### src/rtl/game_ctrl_if.sv
// game_ctrl_if: control/status bundle between the game
// sequencer and the bar/score datapath.
interface game_ctrl_if;
  logic       start;
  logic       pause;
  logic [8:0] barpos;
  logic [3:0] holepos;
  logic [3:0] plrpos;
  logic       bar_step;
  logic       bar_reload;
  logic       score_tick;
  logic       score_clr;
  logic       hit;
  logic [1:0] lives;
  logic [1:0] state;

  modport master (
    output start, pause, barpos, holepos, plrpos,
    input  bar_step, bar_reload, score_tick,
    input  score_clr, hit, lives, state
  );

  modport slave (
    input  start, pause, barpos, holepos, plrpos,
    output bar_step, bar_reload, score_tick,
    output score_clr, hit, lives, state
  );
endinterface

### src/rtl/game_ctrl.sv
// game_ctrl: falling-bar dodge game sequencer; derives bar and
// score enables from clb, detects collisions, tracks lives.
module game_ctrl #(
  parameter int BAR_DIV    = 4,
  parameter int SCORE_DIV  = 6,
  parameter int HIT_HOLD   = 8,
  parameter int LIVES_INIT = 3,
  parameter int PLR_ROW    = 400,
  parameter int BAR_END    = 479
) (
  input logic        clb,
  input logic        clr,
  game_ctrl_if.slave g
);

  localparam int BW = $clog2(BAR_DIV);
  localparam int SW = $clog2(SCORE_DIV);
  localparam int HW = $clog2(HIT_HOLD + 1);

  typedef enum logic [1:0] {
    IDLE = 2'd0,
    PLAY = 2'd1,
    HIT  = 2'd2,
    OVER = 2'd3
  } st_t;

  st_t         st;
  logic [BW-1:0] bdiv;
  logic [SW-1:0] sdiv;
  logic [HW-1:0] hold;
  logic [1:0]  lv;
  logic        step_q;
  logic        reload_q;
  logic        tick_q;
  logic        sclr_q;
  logic        hit_q;

  logic bev;
  logic sev;
  logic coll;
  logic recyc;

  assign bev   = (bdiv == BW'(BAR_DIV - 1));
  assign sev   = (sdiv == SW'(SCORE_DIV - 1));
  assign coll  = (g.barpos == 9'(PLR_ROW)) &&
                 (g.plrpos != g.holepos);
  assign recyc = (g.barpos >= 9'(BAR_END));

  always_ff @(posedge clb or negedge clr) begin
    if (!clr) begin
      st       <= IDLE;
      lv       <= 2'(LIVES_INIT);
      bdiv     <= '0;
      sdiv     <= '0;
      hold     <= '0;
      step_q   <= 1'b0;
      reload_q <= 1'b0;
      tick_q   <= 1'b0;
      sclr_q   <= 1'b0;
      hit_q    <= 1'b0;
    end else begin
      step_q   <= 1'b0;
      reload_q <= 1'b0;
      tick_q   <= 1'b0;
      sclr_q   <= 1'b0;
      hit_q    <= 1'b0;
      unique case (st)
        IDLE, OVER: begin
          if (g.start) begin
            st       <= PLAY;
            lv       <= 2'(LIVES_INIT);
            sclr_q   <= 1'b1;
            reload_q <= 1'b1;
            bdiv     <= '0;
            sdiv     <= '0;
          end
        end
        PLAY: begin
          if (!g.pause) begin
            bdiv <= bev ? '0 : bdiv + 1'b1;
            sdiv <= sev ? '0 : sdiv + 1'b1;
            // a hit swallows any score tick due this cycle
            if (bev && coll) begin
              hit_q    <= 1'b1;
              reload_q <= 1'b1;
              if (lv <= 2'd1) begin
                lv <= 2'd0;
                st <= OVER;
              end else begin
                lv   <= lv - 2'd1;
                st   <= HIT;
                hold <= '0;
              end
            end else begin
              if (bev) begin
                if (recyc) reload_q <= 1'b1;
                else       step_q   <= 1'b1;
              end
              if (sev) tick_q <= 1'b1;
            end
          end
        end
        HIT: begin
          if (hold == HW'(HIT_HOLD - 1)) begin
            st   <= PLAY;
            hold <= '0;
          end else begin
            hold <= hold + 1'b1;
          end
        end
        default: st <= IDLE;
      endcase
    end
  end

  assign g.bar_step   = step_q;
  assign g.bar_reload = reload_q;
  assign g.score_tick = tick_q;
  assign g.score_clr  = sclr_q;
  assign g.hit        = hit_q;
  assign g.lives      = lv;
  assign g.state      = st;

endmodule
### src/flat_wrapper.sv
// flat-port wrapper written by rule: the top's interface ports become plain ports
module game_ctrl_flat 
#(
  parameter int BAR_DIV    = 4,
  parameter int SCORE_DIV  = 6,
  parameter int HIT_HOLD   = 8,
  parameter int LIVES_INIT = 3,
  parameter int PLR_ROW    = 400,
  parameter int BAR_END    = 479
)
  (clb, clr, g_start, g_pause, g_barpos, g_holepos, g_plrpos, g_bar_step, g_bar_reload, g_score_tick, g_score_clr, g_hit, g_lives, g_state);
  game_ctrl_if g_i ();
  input logic clb;
  input logic clr;
  input wire logic [$bits(g_i.start)-1:0] g_start;
  input wire logic [$bits(g_i.pause)-1:0] g_pause;
  input wire logic [$bits(g_i.barpos)-1:0] g_barpos;
  input wire logic [$bits(g_i.holepos)-1:0] g_holepos;
  input wire logic [$bits(g_i.plrpos)-1:0] g_plrpos;
  output wire logic [$bits(g_i.bar_step)-1:0] g_bar_step;
  output wire logic [$bits(g_i.bar_reload)-1:0] g_bar_reload;
  output wire logic [$bits(g_i.score_tick)-1:0] g_score_tick;
  output wire logic [$bits(g_i.score_clr)-1:0] g_score_clr;
  output wire logic [$bits(g_i.hit)-1:0] g_hit;
  output wire logic [$bits(g_i.lives)-1:0] g_lives;
  output wire logic [$bits(g_i.state)-1:0] g_state;
  assign g_i.start = g_start;
  assign g_i.pause = g_pause;
  assign g_i.barpos = g_barpos;
  assign g_i.holepos = g_holepos;
  assign g_i.plrpos = g_plrpos;
  assign g_bar_step = g_i.bar_step;
  assign g_bar_reload = g_i.bar_reload;
  assign g_score_tick = g_i.score_tick;
  assign g_score_clr = g_i.score_clr;
  assign g_hit = g_i.hit;
  assign g_lives = g_i.lives;
  assign g_state = g_i.state;
  game_ctrl #(.BAR_DIV(BAR_DIV), .SCORE_DIV(SCORE_DIV), .HIT_HOLD(HIT_HOLD), .LIVES_INIT(LIVES_INIT), .PLR_ROW(PLR_ROW), .BAR_END(BAR_END)) u_core (.clb(clb), .clr(clr), .g(g_i));
endmodule
### config.mk
export PLATFORM = sky130hd
export DESIGN_NAME = game_ctrl_flat
export DESIGN_NICKNAME = d
export VERILOG_FILES = /design/src/rtl/game_ctrl_if.sv /design/src/rtl/game_ctrl.sv /design/src/flat_wrapper.sv
export SDC_FILE = /design/constraint.sdc
export NUM_CORES = 1
export LEC_CHECK = 0
export ABC_CLOCK_PERIOD_IN_PS = 3100
export CORE_UTILIZATION = 29
export DETAILED_ROUTE_END_ITERATION = 7
export PLACE_DENSITY = 0.58
export SLEW_MARGIN = 15
export SYNTH_ARGS = -nofsm -noshare
export SYNTH_HDL_FRONTEND = slang
export SYNTH_SLANG_ARGS = --single-unit
### constraint.sdc
create_clock -name clb -period 3.1 [get_ports clb]
set_clock_uncertainty 0.2 [all_clocks]
set_input_delay 0.31 -clock clb [delete_from_list [all_inputs] [get_ports clb]]
set_output_delay 0.31 -clock clb [all_outputs]
set_load 0.01 [all_outputs]
Word level (Yosys, flattened, before mapping)
Index checks and enable logic that the tools add are counted.
- register bits: 18
- output and inout bits: 9
- multiplexer cells: 43
- order comparisons: 2
- $add $sub $neg: 4
- reductions and logical operators: 10
- eq/ne operators: 13
- operators by type and width (cell ; count):
    2-bit two-way mux ; 11
    1-bit two-way mux ; 19
    4-bit two-way mux ; 4
    4-bit AND reduction ; 3
    9-bit == test (second input constant) ; 1
    9-bit >= comparator (second input constant) ; 1
    3-bit two-way mux ; 3
    2-bit one-hot mux with 2 select lines ; 2
    4-bit one-hot mux with 2 select lines ; 1
    2-bit == test (second input constant) ; 3
    2-bit != test (second input constant) ; 3
    2-bit one-hot mux with 3 select lines ; 1
    3-bit one-hot mux with 2 select lines ; 1
    4-bit by 1-bit adder with 4-bit output (second input constant) ; 1
    4-bit by 3-bit == test with 1-bit output (second input constant) ; 1
    2-bit by 1-bit != test with 1-bit output (second input constant) ; 2
    4-bit != test ; 1
    2-bit nonzero test ; 2
    3-bit by 1-bit adder with 3-bit output (second input constant) ; 1
    3-bit == test (second input constant) ; 1
    3-bit AND reduction ; 1
    2-bit by 1-bit adder with 2-bit output (second input constant) ; 1
    2-bit by 1-bit == test with 1-bit output (second input constant) ; 1
    2-bit by 1-bit less-or-equal comparator with 1-bit output (second input constant) ; 1
    other kinds (5) ; 6

Longest topological paths before layout
Gate-level depths: netlist of run 1.
- depth after elaboration: 6
- mapped depth: 8

Worst setup path after synthesis of run 1
OpenSTA, ideal clock, no wires.
- path kind: reg-to-reg
- start: register u_core.bdiv[0]
- end: register u_core.hold[2]
- buffers on the path: 1
- slack: 1038 ps
- cell stages (with the launch flop): 8
- data arrival time: 1736 ps
- required time: 2774 ps
- setup time: 126 ps
- clock period less this slack: 2062 ps
- path through: dfrtp_1 ha_1 nor4b_2 nand4_1 or2_1 buf_6 a2bb2oi_2 a221o_1
- longest elaborated chain between the ends: 4
- ends and longest elaborated chain (what ; RTL line ; RTL):
    from (decl) ; game_ctrl.sv:28 ; logic [BW-1:0] bdiv;
    from (signal assigned) ; game_ctrl.sv:80 ; bdiv <= bev ? '0 : bdiv + 1'b1;
    2-bit == test ; game_ctrl.sv:43 ; assign bev = (bdiv == BW'(BAR_DIV - 1));
    1-bit logical AND ; game_ctrl.sv:83 ; if (bev && coll) begin
    2-bit by 1-bit != test with 1-bit output (no source line) ; n/a ;
    4-bit AND reduction (no source line) ; n/a ;
    to (signal assigned) ; game_ctrl.sv:108 ; hold <= hold + 1'b1;
    to (decl) ; game_ctrl.sv:30 ; logic [HW-1:0] hold;
No other way between the ends.
A chain may end at the register's enable or synchronous reset.

Worst setup path after layout of run 1
- start: register u_core.st[1] (netlist: u_core.g.state[1])
- end: register u_core.hold[3]
- longest elaborated chain between the ends: 3
- elaborated cells between the ends (all ways): 8
- those cells by class: 5 x eq/ne; 1 x mux; 2 x reduce/logical
- ends and longest elaborated chain (what ; RTL line ; RTL):
    from (decl) ; game_ctrl.sv:27 ; st_t st;
    from (signal assigned) ; game_ctrl.sv:51 ; st <= IDLE;
    from (signal assigned) ; game_ctrl.sv:70 ; st <= PLAY;
    from (signal assigned) ; game_ctrl.sv:88 ; st <= OVER;
    2-bit by 1-bit == test with 1-bit output / 2-bit == test (equally long branches) ; game_ctrl.sv:67 ; unique case (st)
    2-bit by 1-bit != test with 1-bit output (no source line), or another cell as far along ; n/a ;
    4-bit AND reduction (no source line) ; n/a ;
Several ways; a longest one is shown, not always the timed one.

==> out/results.tsv, run 1 <==
stage	metric	value	unit
floorplanning	initial_utilization	31.29	%
clock_network	insertion_delay	0.29	ns
detailed_routing	via_count	864	
floorplanning	die_h	59.86	µm
timing	worst_slew_pin_slew	0.7814	ns
setup_path	cp-end-kind	flop	
power	max-vdd-ir-drop	130.2	µV
grt	antenna_found_initial	0	
status	status	finished, final reports clean	
synthesis	syn-num-nets	118	
clock_network	cts.path.max_buffers	2	
timing	fmax	0.4250	GHz
grt	grt_start_max_net_pins	19	
place	portBuffers	29	
synthesis	yosysWarnings	0	
clock_network	clock-root-buffer	clkbuf_4	
setup_path	critical_path_arrival	2.39	ns
clock_network	clock-sinks	18	
grt	grt.total_usage	12.95	%
synthesis	synth_seq_cells	18	
floorplanning	die_area	3583	µm²
timing	fin_setup_tns	0	ns
clock_network	clk_pin_slew	0.10	ns
timing	setup_viol	0	
setup_path	path_common_cell	a22o_1	
final_layout	area_growth	37.63	%
timing	slew_headroom	47.75	%
place	gp_congestion	0.6956	
setup_path	crit_chain	inv_1 > ha_1 > nor2b_1 > nand2_1 > o31ai_1 > a22o_1 > a22o_1	
grt	grt_overflow	0	
setup_path	cp_top_family	compound AO/OA/AOI/OAI gates	
power	p_total	597.5	µW
timing	rsz0062_at_grt	false	
clock_network	cts_made_buffers	3	
grt	use_met3	3.463	%
final_layout	mostFrequentLayoutCells	clkdlybuf4s50_1 (29), dfrtp_1 (16), nand2_1 (9)	
detailed_routing	routed_wl	2165	µm
timing	slew_violations	0	
final_layout	layout-drive-gt1-share	7.258	%
min_path	min_path_type	in2async	
place	pre_cts_slack	0.5848	ns
detailed_routing	drc_errors	0	
setup_path	crit_slowest_cell	o31ai_1	
synthesis	seq_area_frac_synth	46.65	%
flow_run	drv_cap	0	
setup_path	crit_buf_inv	1	
floorplanning	die-width	59.86	µm
grt	grt_pass1_wl	3374	µm
timing	timing.final.ws_setup	0.7469	ns
clock_network	hold_buffers	0	
final_layout	ff_latch_area	452.9	µm²
clock_network	cts_resized	0	
detailed_routing	ant_nets	0	
grt	grt_pass1_vias	737	
timing	hold_viol	0	
clock_network	post_cts.repair.setup_buffers	0	
final_layout	multi_input_area	483.0	µm²
detailed_routing	drtPass1Iterations	4	
synthesis	ys_types	35	
synthesis	yosys-top-cells-area	dfrtp_1 (41%), dfstp_2 (5.4%), ha_1 (5.2%), a22o_1 (3.6%), xor2_1 (3.6%)	
floorplanning	rows	20	
timing	min_period	2.353	ns
synthesis	netlist.area_leader.share	41.24	%
grt	met1_usage	15.99	%
detailed_routing	drtIter0Drc	32	
timing	hold_slack	0.2668	ns
final_layout	mostFrequentLayoutCell	clkdlybuf4s50_1	
clock_network	htreeDepth	1	
synthesis	syn_area_per_cell	10.44	µm²
power	power_density	447.1	nW/µm²
synthesis	synth_top_cell_by_area	dfrtp_1	
setup_path	crit_fanout	10	
grt	grt_use_met2	20.48	%
final_layout	fin_nets	150	
synthesis	synth-edff-count	0	
power	leakagePower	0.0005955	µW
detailed_routing	viasPerCell	5.143	
synthesis	async_reset_ff_share	100.0	%
setup_path	crit_type	reg2reg	
detailed_routing	post_drt_wl_per_cell	12.89	µm
floorplanning	core_area	3103	µm²
synthesis	syn_area	970.9	µm²
setup_path	cp.required	3.14	ns
grt	grt_busiest_layer	met2	
place	post-dp-hpwl	1674	µm
setup_path	slowest_delay	0.45	ns
setup_path	critPathLaunchType	flop	
clock_network	cts_tree	yes	
floorplanning	ios	30	
final_layout	fill_cells	333	
timing	finalCritPeriodShare	75.91	%
synthesis	synth_ff_type	dfrtp_1	
final_layout	antenna_cells	0	
synthesis	synth_cells	93	
## synthesized netlist by cell type, drive strengths merged (3+ instances only)
| cell type | number |
|---|---|
| xor2 | 4 |
| o21ai | 6 |
| nor2 | 5 |
| nor3 | 5 |
| dfrtp | 16 |
| nand2 | 9 |
| a22o | 4 |
| a31oi | 3 |
| a32o | 3 |
| inv | 5 |
| ha | 4 |
## through the flow
step / util, % / area (µm²) / instances
floorplan: - / 970.9 / 93
global placement: 41.90 / 1300 / 164
CTS: 43.06 / 1336 / 168
finish: 43.06 / 1336 / 168
global route: 43.06 / 1336 / 168
detailed placement: 41.90 / 1300 / 164
## layer usage
layer	up-vias	wire length, µm
met1	406	983
met4	0	25
met3	2	160
met5	-	0
li1	413	-
met2	43	995
## final timing paths
| path | to | start | cells after the start | slack [ns] |
|---|---|---|---|---|
| max | u_core.hold[3] | u_core.g.state[1] | 7 | 0.75 |
| min | u_core.hold[2] | clr | 1 | 0.27 |
| max reg2reg | u_core.hold[3] | u_core.g.state[1] | 7 | 0.75 |
| min reg2reg | u_core.bdiv[1] | u_core.bdiv[1] | 1 | 0.33 |
| max in group asynchronous | u_core.bdiv[0] | clr | 1 | 1.95 |
| min in group clb | u_core.bdiv[1] | u_core.bdiv[1] | 1 | 0.33 |
## kinds of logic (layout without fill, tap and decap cells)
family / after synthesis / after routing / synth area share (%)
AND/OR/NAND/NOR: 33 / 33 / 19.46
AO/OA/AOI/OAI: 27 / 27 / 21.52
flip-flops: 18 / 18 / 46.65
buffers and inverters: 7 / 38 / 3.608
adder cells (fa/ha/maj): 4 / 4 / 5.155
XOR/XNOR: 4 / 4 / 3.608
## final cells by class
class	instances	share of cell area, %
Inverter	5	1.404
Tap cell	44	4.120
Clock buffer	4	2.715
Timing Repair Buffer	29	21.72
Sequential cell	18	33.90
Multi-Input combinational cell	68	36.14
## report_power, final
part,internal (µW),switching [µW]
clock network,71.5,71.2
registers,274,30.2
logic,85.4,65.6
total,430,167
## flip-flops by register name, summed over array words and instances (netlist names)
signal,cells
u_core.g.state,2
u_core.g.bar_step,1
u_core.sdiv,3
u_core.g.lives,2
u_core.g.hit,1
u_core.bdiv,2
u_core.g.bar_reload,1
u_core.hold,4
u_core.g.score_tick,1
u_core.g.score_clr,1
(Power assumes the default switching activity.)
==> inputs of run 2 (changes only) <==
--- a/config.mk
+++ b/config.mk
@@ -5,10 +5,10 @@
 export SDC_FILE = /design/constraint.sdc
 export NUM_CORES = 1
 export LEC_CHECK = 0
-export ABC_CLOCK_PERIOD_IN_PS = 3100
+export ABC_CLOCK_PERIOD_IN_PS = 2150
 export CORE_UTILIZATION = 29
 export DETAILED_ROUTE_END_ITERATION = 7
-export PLACE_DENSITY = 0.58
+export PLACE_DENSITY = 0.6
 export SLEW_MARGIN = 15
 export SYNTH_ARGS = -nofsm -noshare
 export SYNTH_HDL_FRONTEND = slang
==> constraint.sdc (replaced) <==
create_clock -name clb -period 2.15 [get_ports clb]
set_clock_uncertainty 0.2 [all_clocks]
set_input_delay 0.215 -clock clb [delete_from_list [all_inputs] [get_ports clb]]
set_output_delay 0.215 -clock clb [all_outputs]
set_load 0.01 [all_outputs]
==> out/results.tsv, run 2 (same netlist as run 1, synthesis figures left out) <==
stage	metric	value	unit
status	status	finished, final reports clean	
detailed_routing	routed_wl	2229	µm
final_layout	ff_latch_area	452.9	µm²
floorplanning	die_area	3583	µm²
place	gp_congestion	0.7818	
timing	hold_viol	0	
timing	min_period	2.065	ns
grt	grt_pass1_wl	3746	µm
clock_network	clock-sinks	18	
floorplanning	ios	30	
final_layout	mostFrequentLayoutCell	clkdlybuf4s50_1	
power	p_total	890.2	µW
final_layout	mostFrequentLayoutCells	clkdlybuf4s50_1 (29), dfrtp_1 (16), buf_4 (11)	
grt	use_met3	2.381	%
final_layout	fill_cells	335	
setup_path	critPathLaunchType	flop	
setup_path	critical_path_arrival	2.05	ns
setup_path	ff2ff_path_depth	6	
timing	setup_viol	0	
setup_path	slowest_delay	0.43	ns
timing	hold_slack	0.04256	ns
setup_path	cp-end-kind	flop	
timing	finalCritPeriodShare	96.05	%
grt	grt_busiest_layer	met2	
timing	rsz0062_at_grt	false	
setup_path	timing.rr.end	u_core.hold[2]	
grt	grt.total_usage	13.93	%
final_layout	antenna_cells	0	
place	post-dp-hpwl	1797	µm
timing	fmax	0.4842	GHz
place	pre_cts_slack	-0.07618	ns
setup_path	cp_top_family	simple AND/OR/NAND/NOR gates	
clock_network	clock-root-buffer	clkbuf_4	
grt	met1_usage	18.05	%
clock_network	insertion_delay	0.29	ns
setup_path	reg2reg_slack	0.08	ns
final_layout	layout-drive-gt1-share	17.04	%
final_layout	reg_top3	u_core.hold: 4 flops, u_core.sdiv: 3 flops	
floorplanning	die-width	59.86	µm
clock_network	clk_pin_slew	0.11	ns
setup_path	crit_fanout	4	
clock_network	cts.path.max_buffers	2	
floorplanning	die_h	59.86	µm
final_layout	area_growth	47.16	%
grt	antenna_found_initial	0	
grt	grt_pass1_vias	865	
setup_path	crit_type	reg2reg	
detailed_routing	via_count	873	
setup_path	r2r-start	u_core.bdiv[0]	
detailed_routing	drtIter0Drc	19	
clock_network	cts_tree	yes	
clock_network	htreeDepth	1	
place	portBuffers	29	
power	leakagePower	0.0006505	µW
grt	grt_use_met2	23.65	%
flow_run	drv_cap	0	
floorplanning	initial_utilization	31.29	%
final_layout	fin_nets	161	
setup_path	cp.required	2.13	ns
power	max-vdd-ir-drop	217.8	µV
floorplanning	core_area	3103	µm²
timing	slew_violations	0	
timing	worst_slew_pin_slew	0.3617	ns
final_layout	top_register	u_core.hold	
final_layout	largest_register_ffs	4	
detailed_routing	ant_nets	0	
setup_path	crit_buf_inv	0	
final_layout	fin_area	1429	µm²
setup_path	crit_chain	ha_2 > nor4b_2 > nand4_1 > or2_4 > a2bb2oi_2 > a221o_1	
detailed_routing	drc_errors	0	
power	power_density	623.0	nW/µm²
timing	slew_headroom	75.63	%
final_layout	multi_input_area	493.0	µm²
grt	grt_start_max_net_pins	19	
grt	grt_overflow	0	
detailed_routing	drtPass1Iterations	4	
place	dpl_cell_area	1383	µm²
min_path	min_path_type	in2async	
setup_path	crit_slowest_cell	dfrtp_1	
clock_network	cts_made_buffers	3	
detailed_routing	viasPerCell	4.877	
timing	timing.final.ws_setup	0.08489	ns
clock_network	hold_buffers	0	
floorplanning	rows	20	
detailed_routing	post_drt_wl_per_cell	12.45	µm
run 2: changes by cell type in the layout (fill, tap and decap cells not counted), sizes merged:
cell | before | now
buf | 0 | 11
run 2: timing repair:
action                                  in CTS  in global routing
buffers inserted                             0                  0
endpoints found under the setup margin       0                  3
resized for setup                            0                  3
run 2: worst reg2reg max path: cells and delay by family, from the launching register on:
kind,cells,cell delay (ns)
and+or+nand+nor,3,0.59
AOI/OAI and AO/OA,2,0.53
DFF,1,0.43
adders and majority gates,1,0.21
run 2: stage by stage:
step	TNS, ns	util (%)	instances
after CTS	0	45.73	179
after floorplan	0	-	93
after global placement	-0.03631	44.56	175
after global routing	0	46.05	179
final	0	46.05	179
after detailed placement	-0.1070	44.56	175
run 2: how the worst max path moves through the flow:
stage	startpoint	endpoint	slack (ns)	depth (start not counted)
floorplan	u_core.bdiv[0]	u_core.hold[2]	0.09	7
global placement	g_barpos[5]	u_core.hold[2]	-0.04	6
detailed placement	g_barpos[0]	u_core.hold[2]	-0.08	6
CTS	u_core.bdiv[0]	u_core.hold[2]	0.08	6
global route	u_core.bdiv[0]	u_core.hold[2]	0.0005	6
finish	u_core.bdiv[0]	u_core.hold[2]	0.08	6
run 2: power breakdown:
group | total (µW) | internal (µW) | switching [µW]
sequential | 439 | 394 | 44.7
clock | 204 | 103 | 101
combinational | 247 | 146 | 101
run 2: layout make-up:
cell class | count | share of cell area (%)
flip-flops and latches | 18 | 31.70
clock buffers | 4 | 2.539
well taps | 44 | 3.853
inverters | 5 | 1.313
repair buffers | 40 | 26.09
multi-input cells | 68 | 34.50
run 2: routing by layer:
layer / routed length (µm) / share of wire (%)
met3: 107 / 4.8
met4: 0 / 0
met5: 0 / 0
met2: 1108 / 50
met1: 1012 / 45
==> inputs of run 3 (changes only) <==
--- a/config.mk
+++ b/config.mk
@@ -6,9 +6,9 @@
 export NUM_CORES = 1
 export LEC_CHECK = 0
 export ABC_CLOCK_PERIOD_IN_PS = 2150
-export CORE_UTILIZATION = 29
+export CORE_UTILIZATION = 41
 export DETAILED_ROUTE_END_ITERATION = 7
-export PLACE_DENSITY = 0.6
+export PLACE_DENSITY = 0.78
 export SLEW_MARGIN = 15
 export SYNTH_ARGS = -nofsm -noshare
 export SYNTH_HDL_FRONTEND = slang
==> out/results.tsv, run 3 (same netlist as run 1, synthesis figures left out) <==
stage	metric	value	unit
grt	grt.total_usage	17.90	%
final_layout	fin_nets	160	
setup_path	r2r-start	u_core.bdiv[1]	
power	combPwrFrac	27.1	%
clock_network	cts.path.max_buffers	2	
power	max-vdd-ir-drop	385.6	µV
floorplanning	rows	17	
timing	finalCritPeriodShare	93.54	%
floorplanning	initial_utilization	43.89	%
timing	slew_violations	0	
status	status	finished, final reports clean	
setup_path	crit_type	reg2reg	
grt	grt_overflow	0	
final_layout	top_register	u_core.hold	
timing	hold_slack	0.02752	ns
flow_run	drv_cap	0	
clock_network	clk_pin_slew	0.11	ns
power	cellInternalPower	647.2	µW
timing	setup_viol	0	
clock_network	htreeDepth	1	
final_layout	reg_top3	u_core.hold: 4 flops, u_core.sdiv: 3 flops	
setup_path	cp.required	2.14	ns
floorplanning	die_area	2567	µm²
place	post-dp-hpwl	1621	µm
timing	hold_viol	0	
detailed_routing	routed_wl	2081	µm
power	power_density	641.5	nW/µm²
final_layout	mostFrequentLayoutCell	clkdlybuf4s50_1	
power	p_sw	254.3	µW
grt	grt_pass1_vias	817	
detailed_routing	drc_errors	0	
place	gp_congestion	0.7569	
setup_path	slowest_delay	0.41	ns
grt	grt_pass1_wl	3394	µm
power	share_seq_of_total_power	49.7	%
final_layout	mostFrequentLayoutCells	clkdlybuf4s50_1 (29), dfrtp_1 (15), buf_4 (10)	
power	clockPowerShare	23.2	%
timing	slew_headroom	75.21	%
timing	fin_setup_tns	0	ns
setup_path	reg2reg_slack	0.14	ns
setup_path	timing.rr.end	u_core.hold[2]	
setup_path	cp-end-kind	flop	
floorplanning	ios	30	
floorplanning	die_h	50.67	µm
detailed_routing	drtPass1Iterations	4	
floorplanning	die-width	50.67	µm
timing	fmax	0.4972	GHz
clock_network	cts_made_buffers	3	
clock_network	insertion_delay	0.29	ns
clock_network	hold_buffers	0	
timing	min_period	2.011	ns
timing	rsz0062_at_grt	false	
power	leakagePower	0.0006405	µW
detailed_routing	post_drt_wl_per_cell	12.85	µm
detailed_routing	drtIter0Drc	17	
clock_network	cts_tree	yes	
detailed_routing	viasPerCell	5.377	
setup_path	crit_fanout	4	
setup_path	critPathLaunchType	flop	
final_layout	fill_cells	192	
final_layout	stdcell_count	162	
final_layout	area_growth	44.72	%
power	swShare	28.21	%
detailed_routing	via_count	871	
final_layout	largest_register_ffs	4	
timing	timing.final.ws_setup	0.1388	ns
floorplanning	core_area	2212	µm²
place	dpl_cell_area	1355	µm²
min_path	min_path_type	in2async	
clock_network	clock-root-buffer	clkbuf_4	
setup_path	ff2ff_path_depth	6	
place	portBuffers	29	
timing	worst_slew_pin_slew	0.3679	ns
place	pre_cts_slack	-0.07003	ns
place	place_inst	158	
grt	grt_start_max_net_pins	19	
grt	antenna_found_initial	0	
final_layout	layout-drive-gt1-share	15.67	%
setup_path	crit_slowest_cell	dfrtp_1	
final_layout	fin_area	1405	µm²
detailed_routing	ant_nets	0	
final_layout	antenna_cells	0	
setup_path	crit_chain	ha_4 > nor4b_2 > nand4_1 > or2_1 > a2bb2oi_2 > a221o_1	
clock_network	clock-sinks	18	
setup_path	critical_path_arrival	2.00	ns
[run 3: worst max-delay path, delay by kind of cell (launching register included)]
kind	cells	cell delay, ns
AOI/OAI and AO/OA	2	0.54
adders and majority gates	1	0.17
DFF	1	0.41
and+or+nand+nor	3	0.59
[run 3: power groups by stage]
stage / logic [µW] / registers, µW / clock network (µW)
floorplan: 118 / 439 / 0
global placement: 224 / 438 / 0
detailed placement: 236 / 440 / 0
CTS: 234 / 435 / 213
global route: 280 / 457 / 223
finish: 244 / 448 / 209
[run 3: routing by layer]
metal	part of all wire (%)	routed length, µm	track usage [%]
met1	43	905	21.88
met2	52	1073	31.33
met3	3.9	82	1.212
met4	0.96	20	9.259
met5	0	0	0
[run 3: layout make-up]
class	instances	area (µm²)	area share, %
tap	28	35.03	2.493
inverter	5	18.77	1.336
clock buffer	4	36.28	2.582
timing repair buffer	39	365.4	26.00
multi-input combinational	68	495.5	35.26
sequential	18	454.2	32.32
[run 3: how the worst max path moves through the flow]
stage / from / endpoint / slack [ns]
final: u_core.bdiv[1] / u_core.hold[2] / 0.14
after global routing: u_core.bdiv[1] / u_core.g.lives[0] / 0.02
after CTS: u_core.bdiv[0] / u_core.hold[2] / 0.04
after detailed placement: g_barpos[6] / u_core.hold[2] / -0.07
after global placement: g_barpos[5] / u_core.hold[2] / -0.03
after floorplan: u_core.bdiv[0] / u_core.hold[2] / 0.09
[run 3: through the flow]
step	total power [µW]	utilization, %
after floorplan	557.4	-
after global placement	662.0	61.26
after detailed placement	675.9	61.26
after CTS	882.9	62.90
after global routing	959.7	63.52
final	901.4	63.52
[run 3: timing repair]
item / in CTS / in global routing
resized for setup: 0 / 3
setup buffers: 0 / 0
endpoints found under the setup margin: 0 / 3
